`config.mk`:
```
export PLATFORM = sky130hd
export DESIGN_NAME = latch_bank_write_arbiter
export DESIGN_NICKNAME = d
export VERILOG_FILES = /design/src/rtl/latch_bank_write_arbiter.sv
export SDC_FILE = /design/constraint.sdc
export NUM_CORES = 1
export LEC_CHECK = 0
export BUFFER_PORTS_ARGS = -buffer_cell sky130_fd_sc_hd__buf_4
export CAP_MARGIN = 25
export CORE_ASPECT_RATIO = 1.75
export CORE_MARGIN = 1.5
export CORE_UTILIZATION = 35
export DETAILED_ROUTE_END_ITERATION = 12
export HOLD_SLACK_MARGIN = 0.03
export SETUP_SLACK_MARGIN = 0.2
export SKIP_CTS_REPAIR_TIMING = 1
export SYNTH_ARGS = -nofsm -noshare
export SYNTH_HDL_FRONTEND = slang
export SYNTH_SLANG_ARGS = --single-unit
```
`constraint.sdc`:
```
create_clock -name clk_i -period 2.6 [get_ports clk_i]
set_input_delay 0.13 -clock clk_i [delete_from_list [all_inputs] [get_ports clk_i]]
set_output_delay 0.13 -clock clk_i [all_outputs]
set_load 0.005 [all_outputs]
```
`src/rtl/latch_bank_write_arbiter.sv`:
```
// ---------------------------------------------------------------------------
// latch_bank_write_arbiter
//
// Round-robin write controller for a bank of transparent latch words.
// One requester at a time is granted; its address and data are captured and
// the shared data bus / per-word enables are sequenced SETUP -> WRITE -> HOLD
// so that a latch never sees its data input change while it is enabled.
//
// Ports
//   clk_i           : clock, all state changes on the rising edge
//   reset_i         : synchronous active-high reset
//   req_i           : per-requester write request (level)
//   req_addr_i      : requester i address at [i*ADDR_BITS +: ADDR_BITS]
//   req_data_i      : requester i data at [i*WIDTH +: WIDTH]
//   grant_o         : one-hot owner of the current transaction, zero when idle
//   ack_o           : one-cycle completion pulse to the owner (HOLD cycle)
//   latch_data_o    : shared data bus to every bank word
//   latch_enable_o  : one-hot word enables, high only during WRITE
//   busy_o          : high in SETUP, WRITE and HOLD
// ---------------------------------------------------------------------------
module latch_bank_write_arbiter #(
   parameter int NUM_REQ       = 4,
   parameter int ADDR_BITS     = 3,
   parameter int WIDTH         = 8,
   parameter int ENABLE_CYCLES = 2
) (
   input  logic                          clk_i,
   input  logic                          reset_i,
   input  logic [NUM_REQ-1:0]            req_i,
   input  logic [NUM_REQ*ADDR_BITS-1:0]  req_addr_i,
   input  logic [NUM_REQ*WIDTH-1:0]      req_data_i,
   output logic [NUM_REQ-1:0]            grant_o,
   output logic [NUM_REQ-1:0]            ack_o,
   output logic [WIDTH-1:0]              latch_data_o,
   output logic [(2**ADDR_BITS)-1:0]     latch_enable_o,
   output logic                          busy_o
);

   localparam int NUM_WORDS = 2 ** ADDR_BITS;
   localparam int IDX_W     = $clog2(NUM_REQ);
   localparam int CNT_W     = (ENABLE_CYCLES > 1) ? $clog2(ENABLE_CYCLES) : 1;

   typedef enum logic [1:0] {
      ST_IDLE  = 2'd0,
      ST_SETUP = 2'd1,
      ST_WRITE = 2'd2,
      ST_HOLD  = 2'd3
   } state_t;

   state_t                 state_q;
   logic [NUM_REQ-1:0]     grant_q;
   logic [NUM_REQ-1:0]     ack_q;
   logic [WIDTH-1:0]       latch_data_q;
   logic [NUM_WORDS-1:0]   latch_enable_q;
   logic                   busy_q;
   logic [IDX_W-1:0]       last_q;
   logic [ADDR_BITS-1:0]   addr_q;
   logic [CNT_W-1:0]       cnt_q;

   logic [NUM_REQ-1:0]     arb_mask_s;
   logic                   arb_valid_s;
   logic [IDX_W-1:0]       arb_idx_s;

   // Round-robin pick: first set bit of mask searching from last+1 upward,
   // wrapping modulo NUM_REQ. Result is {found, index}.
   function automatic logic [IDX_W:0] rr_pick(input logic [NUM_REQ-1:0] mask,
                                              input logic [IDX_W-1:0]   last);
      logic [IDX_W:0]   res;
      logic [IDX_W-1:0] idx;
      res = '0;
      // Walk from the farthest candidate to the nearest so the nearest wins.
      for (int k = NUM_REQ; k >= 1; k--) begin
         idx = IDX_W'((int'(last) + k) % NUM_REQ);
         if (mask[idx]) begin
            res = {1'b1, idx};
         end else begin
            res = res;
         end
      end
      return res;
   endfunction

   // Arbitration input: at the end of HOLD the current owner is excluded so
   // a requester that still holds req cannot be granted twice in a row.
   always_comb begin
      arb_mask_s               = (state_q == ST_HOLD) ? (req_i & ~grant_q) : req_i;
      {arb_valid_s, arb_idx_s} = rr_pick(arb_mask_s, last_q);
   end

   // Transaction FSM with all outputs registered.
   always_ff @(posedge clk_i) begin
      if (reset_i) begin
         state_q        <= ST_IDLE;
         grant_q        <= '0;
         ack_q          <= '0;
         latch_data_q   <= '0;
         latch_enable_q <= '0;
         busy_q         <= 1'b0;
         last_q         <= IDX_W'(NUM_REQ - 1);
         addr_q         <= '0;
         cnt_q          <= '0;
      end else begin
         case (state_q)
            ST_IDLE, ST_HOLD: begin
               ack_q          <= '0;
               latch_enable_q <= '0;
               if (arb_valid_s) begin
                  // Launch a new transaction; requester inputs are not
                  // looked at again until it finishes.
                  state_q      <= ST_SETUP;
                  grant_q      <= {{(NUM_REQ-1){1'b0}}, 1'b1} << arb_idx_s;
                  last_q       <= arb_idx_s;
                  addr_q       <= req_addr_i[arb_idx_s*ADDR_BITS +: ADDR_BITS];
                  latch_data_q <= req_data_i[arb_idx_s*WIDTH +: WIDTH];
                  busy_q       <= 1'b1;
               end else begin
                  state_q <= ST_IDLE;
                  grant_q <= '0;
                  busy_q  <= 1'b0;
               end
            end
            ST_SETUP: begin
               // Data has been stable for a full cycle; open the word latch.
               state_q        <= ST_WRITE;
               latch_enable_q <= {{(NUM_WORDS-1){1'b0}}, 1'b1} << addr_q;
               cnt_q          <= CNT_W'(ENABLE_CYCLES - 1);
            end
            ST_WRITE: begin
               if (cnt_q == '0) begin
                  // Close the latch and ack; data stays put through HOLD.
                  state_q        <= ST_HOLD;
                  latch_enable_q <= '0;
                  ack_q          <= grant_q;
               end else begin
                  cnt_q <= cnt_q - CNT_W'(1);
               end
            end
            default: begin
               state_q        <= ST_IDLE;
               grant_q        <= '0;
               ack_q          <= '0;
               latch_enable_q <= '0;
               busy_q         <= 1'b0;
            end
         endcase
      end
   end

   assign grant_o        = grant_q;
   assign ack_o          = ack_q;
   assign latch_data_o   = latch_data_q;
   assign latch_enable_o = latch_enable_q;
   assign busy_o         = busy_q;

endmodule

```
-- Word level (Yosys, flattened, before mapping)
Cells that the tools add are included.
- divide/modulo/power cells: 0
- bitwise gates (word level): 2
- reductions and logical operators: 6
- magnitude comparators: 4
- multipliers: 1
- shifts and indexed selects: 4
- add/subtract/negate cells: 5
- equality and inequality tests: 4
- multiplexer cells: 24
- operators with widths (cell ; count):
    32-bit by 6-bit indexed part select with 8-bit output ; 1
    8-bit case mux with 3 select lines ; 1
    2-bit by 3-bit less-than comparator with 1-bit output, second input constant ; 4
    3-bit two-way mux ; 4
    4-bit two-way mux ; 3
    12-bit by 5-bit indexed part select with 3-bit output ; 1
    1-bit binary-select mux with 2-bit select ; 4
    8-bit two-way mux ; 1
    4-bit case mux with 2 select lines ; 1
    1-bit by 3-bit left shift with 8-bit output, first input constant ; 1
    1-bit two-way mux ; 7
    2-bit case mux with 3 select lines ; 1
    2-bit by 1-bit adder with 2-bit output, second input constant ; 2
    2-bit adder, second input constant ; 2
    4-bit AND ; 1
    2-bit == test, second input constant ; 2
    2-bit by 2-bit multiplier with 4-bit output, second input constant ; 1
    4-bit inverter ; 1
    2-bit AND reduction ; 2
    2-bit nonzero test ; 2
    1-bit by 2-bit left shift with 4-bit output, first input constant ; 1
    2-bit by 1-bit == test with 1-bit output, second input constant ; 1
    2-bit zero test ; 1
    2-bit two-way mux ; 1
    4 further kinds ; 4
- memories: 0
- output and inout port bits: 25
- memory bits (writable): 0
- input bits: 50
- bits in registers: 33
- latch bits: 0
- ROM bits: 0
- logic and storage cells: 59

-- Depth between registers and ports, before layout
Gate-level depths: netlist (run 1).
- depth after elaboration: 11
- mapped depth: 8

-- Worst setup path after synthesis (run 1)
Ideal clock, no wire load.
- kind: reg2reg
- start point: reg state_q[0]
- end point: reg addr_q[0]
- period minus slack after synthesis: 1.952 ns
- arrival: 1.815 ns
- cell stages (with the launch flop): 9
- setup slack: 0.648 ns
- path through: dfxtp_1 > ha_1 > a21boi_2 > nor2b_1 > nand2_1 > nand3_2 > buf_2 > mux2i_1 > o221ai_1
- cells in the longest elaborated chain, start to end: 10
- ends and longest elaborated chain (what ; line ; source):
    start, declared ; 50 ; state_t state_q;
    start signal, assigned ; 93 ; state_q <= ST_IDLE;
    start signal, assigned ; 110 ; state_q <= ST_SETUP;
    start signal, assigned ; 117 ; state_q <= ST_IDLE;
    2-bit == test ; 86, 103 ;
    4-bit two-way mux ; 86 ; arb_mask_s = (state_q == ST_HOLD) ? (req_i & ~grant_q) : req_i;
    1-bit binary-select mux with 2-bit select ; 74 ; if (mask[idx]) begin
    1-bit two-way mux (not written as such) ; 74 ;
    3-bit two-way mux (4 in series) ; 74 ;
    2-bit by 2-bit multiplier with 4-bit output ; 113 ; addr_q <= req_addr_i[arb_idx_s*ADDR_BITS +: ADDR_BITS];
    12-bit by 5-bit indexed part select with 3-bit output ; 113 ;
    end signal, assigned ; 113 ;
    end, declared ; 57 ; logic [ADDR_BITS-1:0] addr_q;
Parallel ways exist; a longest one is shown, timed or not. The select of a mux whose other input is x is not followed.
A chain may end at the register's enable or synchronous reset.

-- Final worst setup path (run 1)
Ends and elaborated chain as after synthesis.

==> metrics, run 1 <==
CP required=2.81 ns; Crit path largest cell delay=0.63 ns; initial DRC count=32; core area=0.00448 mm²; DRT Pass-1 Iters=4; Tmin final=2.19 ns; final hold violations=0; Max Clk Rate=456 MHz; Final setup viols=0; antenna violations before repair=0; Die H=93.9 µm; Post-Route WL=4600 µm; final hold slack=0.136 ns; Worst EP arrival=2.40 ns; sequential element share of the synthesized area=0.399; # nets final=310; PwrDens=980 mW/mm²; Vias per Instance=5.31; FF+latch count, synth=33; gpl congestion=0.741; Syn-to-layout area delta=41.8%; Port Buf Inserts=74; Initial Utilization=0.369; Distinct cells, synth=36; run status=completed; die width=55.0 µm; layout cells sized above 1=0.360; routed vias=1,642; largest net degree at the start of global routing=26; Num CTS Buffers=5; worst hold path startpoint=req_data_i[3]; fill cell count=443; final clock skew=0.00820 ns; crit path max fanout=11; WHS Endpoint=latch_data_o[3]$_SDFFE_PP0P_; post-synthesis average cell area=8.94 µm²; total power=2.30 mW; worst skew pair latency=0.29 ns; Bufs and invs on worst path=0; Top-Level Pins=75; die area=0.00516 mm²; root buffer cell=clkbuf_8; RSZ-0062 raised after global routing=no; Crit path max-delay family=simple AND/OR/NAND/NOR gates; # DRC=0; Slowest-stage cell, CP=or4_1; Reg-to-Reg Start=state_q[0]$_SDFFE_PP0P_; Setup CP Type=reg2reg; Reg2Reg Depth=6; final count of pins violating max slew=0; # rows=32; Worst slew margin=0.678; FF-to-FF End=addr_q[0]$_SDFFE_PP0P_; Critical Path End Type=flop; setup TNS=0 ns; Antenna Nets Post-Route=0; vias in the first global route=1,598; post-route setup slack=0.409 ns; synthesized area=0.00165 mm²; syn_nets=238; total global routing overflow=0; R2R setup slack=0.41 ns; Tcrit/Tclk final=0.843; Peak VDD IR=0.000591 V; crit path cell chain=ha_1, and2_1, o31ai_2, nor2_1, or4_1, o221ai_1; CTS tree=yes; CTS sink cnt=33; critical path launch point type=flop; clk buf depth=2; worst hold stages=3; Max-cap violations=0; ant diodes=0; Leakage Power=1.07 nW; Least-Margin Pin Slew=0.478 ns; Post-Syn Instances=185; dpl ws=0.427 ns; Tot GR Track Use=0.194; Synth warnings=0; DR WL/cell=14.9 µm; CTS HTree Levels=2; clock-pin slew on the worst setup and hold paths=0.08 ns; first-pass GRT wire length=7290 µm; DP HPWL=3450 µm; Hold Path Class=in2reg
[area by class of cell]
type | instances | area, µm² | share of cell area
Multi-Input combinational cell | 135 | 922 | 0.393
Sequential cell | 33 | 661 | 0.282
Tap cell | 51 | 63.8 | 0.0272
Inverter | 4 | 15.0 | 0.00640
Clock buffer | 5 | 68.8 | 0.0293
Timing Repair Buffer | 78 | 598 | 0.255
Clock inverter | 3 | 17.5 | 0.00747
[layout by cell type, fill, tap and decap left out, types with 2 or more instances in the layout]
master and n:
mux2i_1 22, inv_1 4, nor2_1 20, dfxtp_1 33, nor3_1 2, ha_1 3, nand2_1 23, o221ai_1 12
a211oi_1 4, a21oi_1 8, o21ai_0 2, and2_1 2, nand2b_1 2, clkbuf_8 5, or4_1 2, a32oi_1 2
a22oi_1 10, clkinv_2 2, buf_4 77, nor2b_1 4, a21boi_2 2
[kinds of logic after synthesis]
kind of cell             count (synthesis)  share of synthesized area
buffers and inverters                   17                     0.0431
AND/OR/NAND/NOR                         61                      0.170
flip-flops                              33                      0.399
multiplexers                            22                      0.133
adder cells (fa/ha/maj)                  3                     0.0227
AO/OA/AOI/OAI                           49                      0.231
[per-layer routing]
| layer | vias up | global-route usage | wire, µm |
|---|---|---|---|
| met5 | - | 0 | 0 |
| met4 | 0 | 0.0793 | 86 |
| met3 | 7 | 0.0398 | 223 |
| met2 | 57 | 0.353 | 2510 |
| met1 | 755 | 0.202 | 1770 |
| li1 | 823 | - | - |
[synthesized netlist by cell type, drive strengths merged]
| cell type | number | area (µm²) |
|---|---|---|
| a2111oi | 1 | 8.76 |
| a211o | 1 | 8.76 |
| a211oi | 4 | 30.0 |
| a21boi | 2 | 22.5 |
| a21oi | 9 | 48.8 |
| a221o | 1 | 10.0 |
| a22oi | 10 | 75.1 |
| a31oi | 1 | 6.26 |
| a32oi | 2 | 17.5 |
| and2 | 2 | 12.5 |
| and3 | 1 | 6.26 |
| buf | 4 | 22.5 |
| clkbuf | 9 | 33.8 |
| dfxtp | 33 | 661 |
| ha | 3 | 37.5 |
| inv | 4 | 15.0 |
| mux2i | 22 | 220 |
| nand2 | 23 | 86.3 |
| nand2b | 2 | 12.5 |
| nand3 | 2 | 15.0 |
| nand3b | 1 | 7.51 |
| nor2 | 20 | 75.1 |
| nor2b | 4 | 25.0 |
| nor3 | 2 | 10.0 |
| o21a | 1 | 7.51 |
| o21ai | 3 | 18.8 |
| o221a | 1 | 11.3 |
| o221ai | 12 | 105 |
| o31ai | 1 | 12.5 |
| or3 | 1 | 6.26 |
| or4 | 2 | 15.0 |
| or4b | 1 | 10.0 |
[worst register-to-register path: cells and delay by family, from the launching register on]
family          cells  cell delay [ns]
flops               1             0.33
compound gates      2             0.54
fa+ha+maj           1             0.28
simple gates        3             0.97
[worst max path at each step]
stage | slack (ns) | start | endpoint | cells after the start
after global routing | 0.27 | state_q[1]$_SDFFE_PP0P_ | latch_data_o[5]$_SDFFE_PP0P_ | 6
after floorplan | 0.65 | state_q[0]$_SDFFE_PP0P_ | addr_q[0]$_SDFFE_PP0P_ | 8
after CTS | 0.40 | state_q[0]$_SDFFE_PP0P_ | addr_q[0]$_SDFFE_PP0P_ | 6
final | 0.41 | state_q[0]$_SDFFE_PP0P_ | addr_q[0]$_SDFFE_PP0P_ | 6
after detailed placement | 0.43 | state_q[0]$_SDFFE_PP0P_ | addr_q[0]$_SDFFE_PP0P_ | 6
after global placement | 0.48 | state_q[0]$_SDFFE_PP0P_ | addr_q[0]$_SDFFE_PP0P_ | 6
[power breakdown]
group | leakage [nW] | internal [mW] | switching [mW]
Combinational | 0.759 | 0.525 | 0.559
Clock | 0.0439 | 0.185 | 0.200
Sequential | 0.271 | 0.674 | 0.155
Total | 1.07 | 1.38 | 0.915
[through the flow]
stage / utilization / cell area [µm²] / cells
6_report: 0.523 / 2350 / 309
5_1_grt: 0.523 / 2350 / 309
4_1_cts: 0.523 / 2350 / 309
3_5_place_dp: 0.504 / 2260 / 301
3_3_place_gp: 0.504 / 2260 / 301
2_1_floorplan: - / 1650 / 185
[sequential cells by signal, summed over array words and instances, names as in the netlist]
signal	cells
busy_o	1
cnt_q	1
last_q	2
latch_data_o	8
ack_o	4
latch_enable_o	8
state_q	2
grant_o	4
addr_q	3
Power figures use the tool's default switching activity.
==> run 2, diff against run 1 <==
- clock period: 2.6 -> 2.3 ns (I/O delays scaled with it)
==> run 2 against run 1 <==
Compared with the run above: wire length grew 0.11%; via count grew 1.3%; worst setup slack lost 0.099 ns; first-iteration DRC count grew 16%; critical path type unchanged.
==> metrics, run 2 (synthesis results as in run 1) <==
Final setup viols=0 (unchanged); Worst EP arrival=2.22 ns (was 2.40 ns); gpl congestion=0.755 (was 0.741); Sw Ratio=0.368 (was 0.398); Clock power frac=0.230 (was 0.168); die width=55.0 µm (unchanged); DP HPWL=3490 µm (was 3450 µm); Syn-to-layout area delta=47.6% (was 41.8%); DRT Pass-1 Iters=4 (unchanged); Critical Path End Type=flop (unchanged); most common cell after layout, fill and taps aside=buf_4 (unchanged); worst skew pair latency=0.29 ns (about the same); # nets final=311 (was 310); Least-Margin Pin Slew=0.441 ns (was 0.478 ns); vias in the first global route=1,605 (was 1,598); initial DRC count=37 (was 32); Peak VDD IR=0.000600 V (was 0.000591 V); CP required=2.53 ns (was 2.81 ns); Tcrit/Tclk final=0.865 (was 0.843); DR WL/cell=14.8 µm (was 14.9 µm); PwrDens=1180 mW/mm² (was 980 mW/mm²); internal power=1.82 mW (was 1.38 mW); CTS HTree Levels=2 (unchanged); layout cells sized above 1=0.382 (was 0.360); CTS sink cnt=33 (unchanged); Tot GR Track Use=0.197 (was 0.194); die area=0.00516 mm² (unchanged); Slowest-stage cell, CP=or4b_1 (was or4_1); Hold Path Class=in2reg (unchanged); Antenna Nets Post-Route=0 (unchanged); Tmin final=1.99 ns (was 2.19 ns); antenna violations before repair=0 (unchanged); routed vias=1,664 (was 1,642); Max Clk Rate=502 MHz (was 456 MHz); Crit path largest cell delay=0.54 ns (was 0.63 ns); total global routing overflow=0 (unchanged); final clock skew=0.00636 ns (was 0.00820 ns); Initial Utilization=0.369 (unchanged); Die H=93.9 µm (unchanged); crit path max fanout=6 (was 11); first-pass GRT wire length=7380 µm (was 7290 µm); Setup CP Type=reg2reg (unchanged); final count of pins violating max slew=0 (unchanged); Num CTS Buffers=5 (unchanged); Top-Level Pins=75 (unchanged); CTS tree=yes (unchanged); dpl ws=0.124 ns (was 0.427 ns); clock-pin slew on the worst setup and hold paths=0.08 ns (about the same); Comb power frac=0.442 (was 0.472); critical path launch point type=flop (unchanged); RSZ-0062 raised after global routing=no (unchanged); Vias per Instance=5.37 (was 5.31); most frequent cells in the layout=buf_4 (78), dfxtp_1 (32), nand2_1 (23) (was buf_4 (77), dfxtp_1 (33), nand2_1 (23)); Post-Route WL=4600 µm (about the same); fill cell count=443 (unchanged); post-route setup slack=0.310 ns (was 0.409 ns); run status=completed (unchanged); clk buf depth=2 (unchanged); Worst slew margin=0.703 (was 0.678); Psw=1.06 mW (was 0.915 mW); Seq pwr share=0.328 (was 0.361); Port Buf Inserts=74 (unchanged); Max-cap violations=0 (unchanged); root buffer cell=clkbuf_8 (unchanged); core area=0.00448 mm² (unchanged); largest net degree at the start of global routing=26 (unchanged); ant diodes=0 (unchanged); final hold violations=0 (unchanged); Leakage Power=1.12 nW (was 1.07 nW); # rows=32 (unchanged); setup TNS=0 ns (unchanged); crit path cell chain=ha_4, and2_1, nor3_1, a21oi_2, nand3_2, or4b_1, a21oi_1 (was ha_1, and2_1, o31ai_2, nor2_1, or4_1, o221ai_1); # DRC=0 (unchanged)
## run 2: area by class of cell
type	instances	area, µm²	area share
tap	51	63.8	0.0261
multi-input combinational	135	961	0.394
inverter	4	15.0	0.00615
clock buffer	5	68.8	0.0282
clock inverter	3	65.1	0.0267
sequential	33	662	0.271
timing repair buffer	79	606	0.248
## run 2: critical path, delay by kind of cell (launching register included)
kind | cells | cell delay [ns]
AND/OR/NAND/NOR | 4 | 0.99
adder cells (fa/ha/maj) | 1 | 0.22
AO/OA/AOI/OAI | 2 | 0.32
flip-flops | 1 | 0.41
## run 2: path summary, 6_finish.rpt
path	from	to	slack, ns	cells past startpoint
setup reg to reg	state_q[0]$_SDFFE_PP0P_	grant_o[0]$_SDFFE_PP0P_	0.31	7
hold / removal	req_data_i[4]	latch_data_o[4]$_SDFFE_PP0P_	0.13	3
setup / recovery	state_q[0]$_SDFFE_PP0P_	grant_o[0]$_SDFFE_PP0P_	0.31	7
hold reg to reg	latch_data_o[1]$_SDFFE_PP0P_	latch_data_o[1]$_SDFFE_PP0P_	0.47	2
## run 2: stage by stage
stage               total power [mW]  hold WS, ns  instance area (µm²)  utilization  cells
global route                    3.09        0.137                 2440        0.544    310
finish                          2.88        0.135                 2440        0.544    310
CTS                             2.86        0.135                 2400        0.535    310
floorplan                       1.68        0.315                 1650            -    185
global placement                2.20        0.423                 2270        0.506    302
detailed placement              2.20        0.437                 2270        0.506    302
## run 2: power by group through the flow
stage	combinational (mW)	sequential [mW]	clock, mW
5_1_grt	1.41	0.977	0.697
3_3_place_gp	1.25	0.946	0
3_5_place_dp	1.26	0.942	0
6_report	1.27	0.945	0.661
2_1_floorplan	0.774	0.904	0
4_1_cts	1.26	0.932	0.670
## run 2: metal layers
layer  track usage  up-vias  part of all wire
met4        0.0894        0             0.020
met3        0.0430        9             0.056
met5             0        -                 0
met1         0.216      760              0.38
met2         0.341       69              0.55
li1              -      826                 -
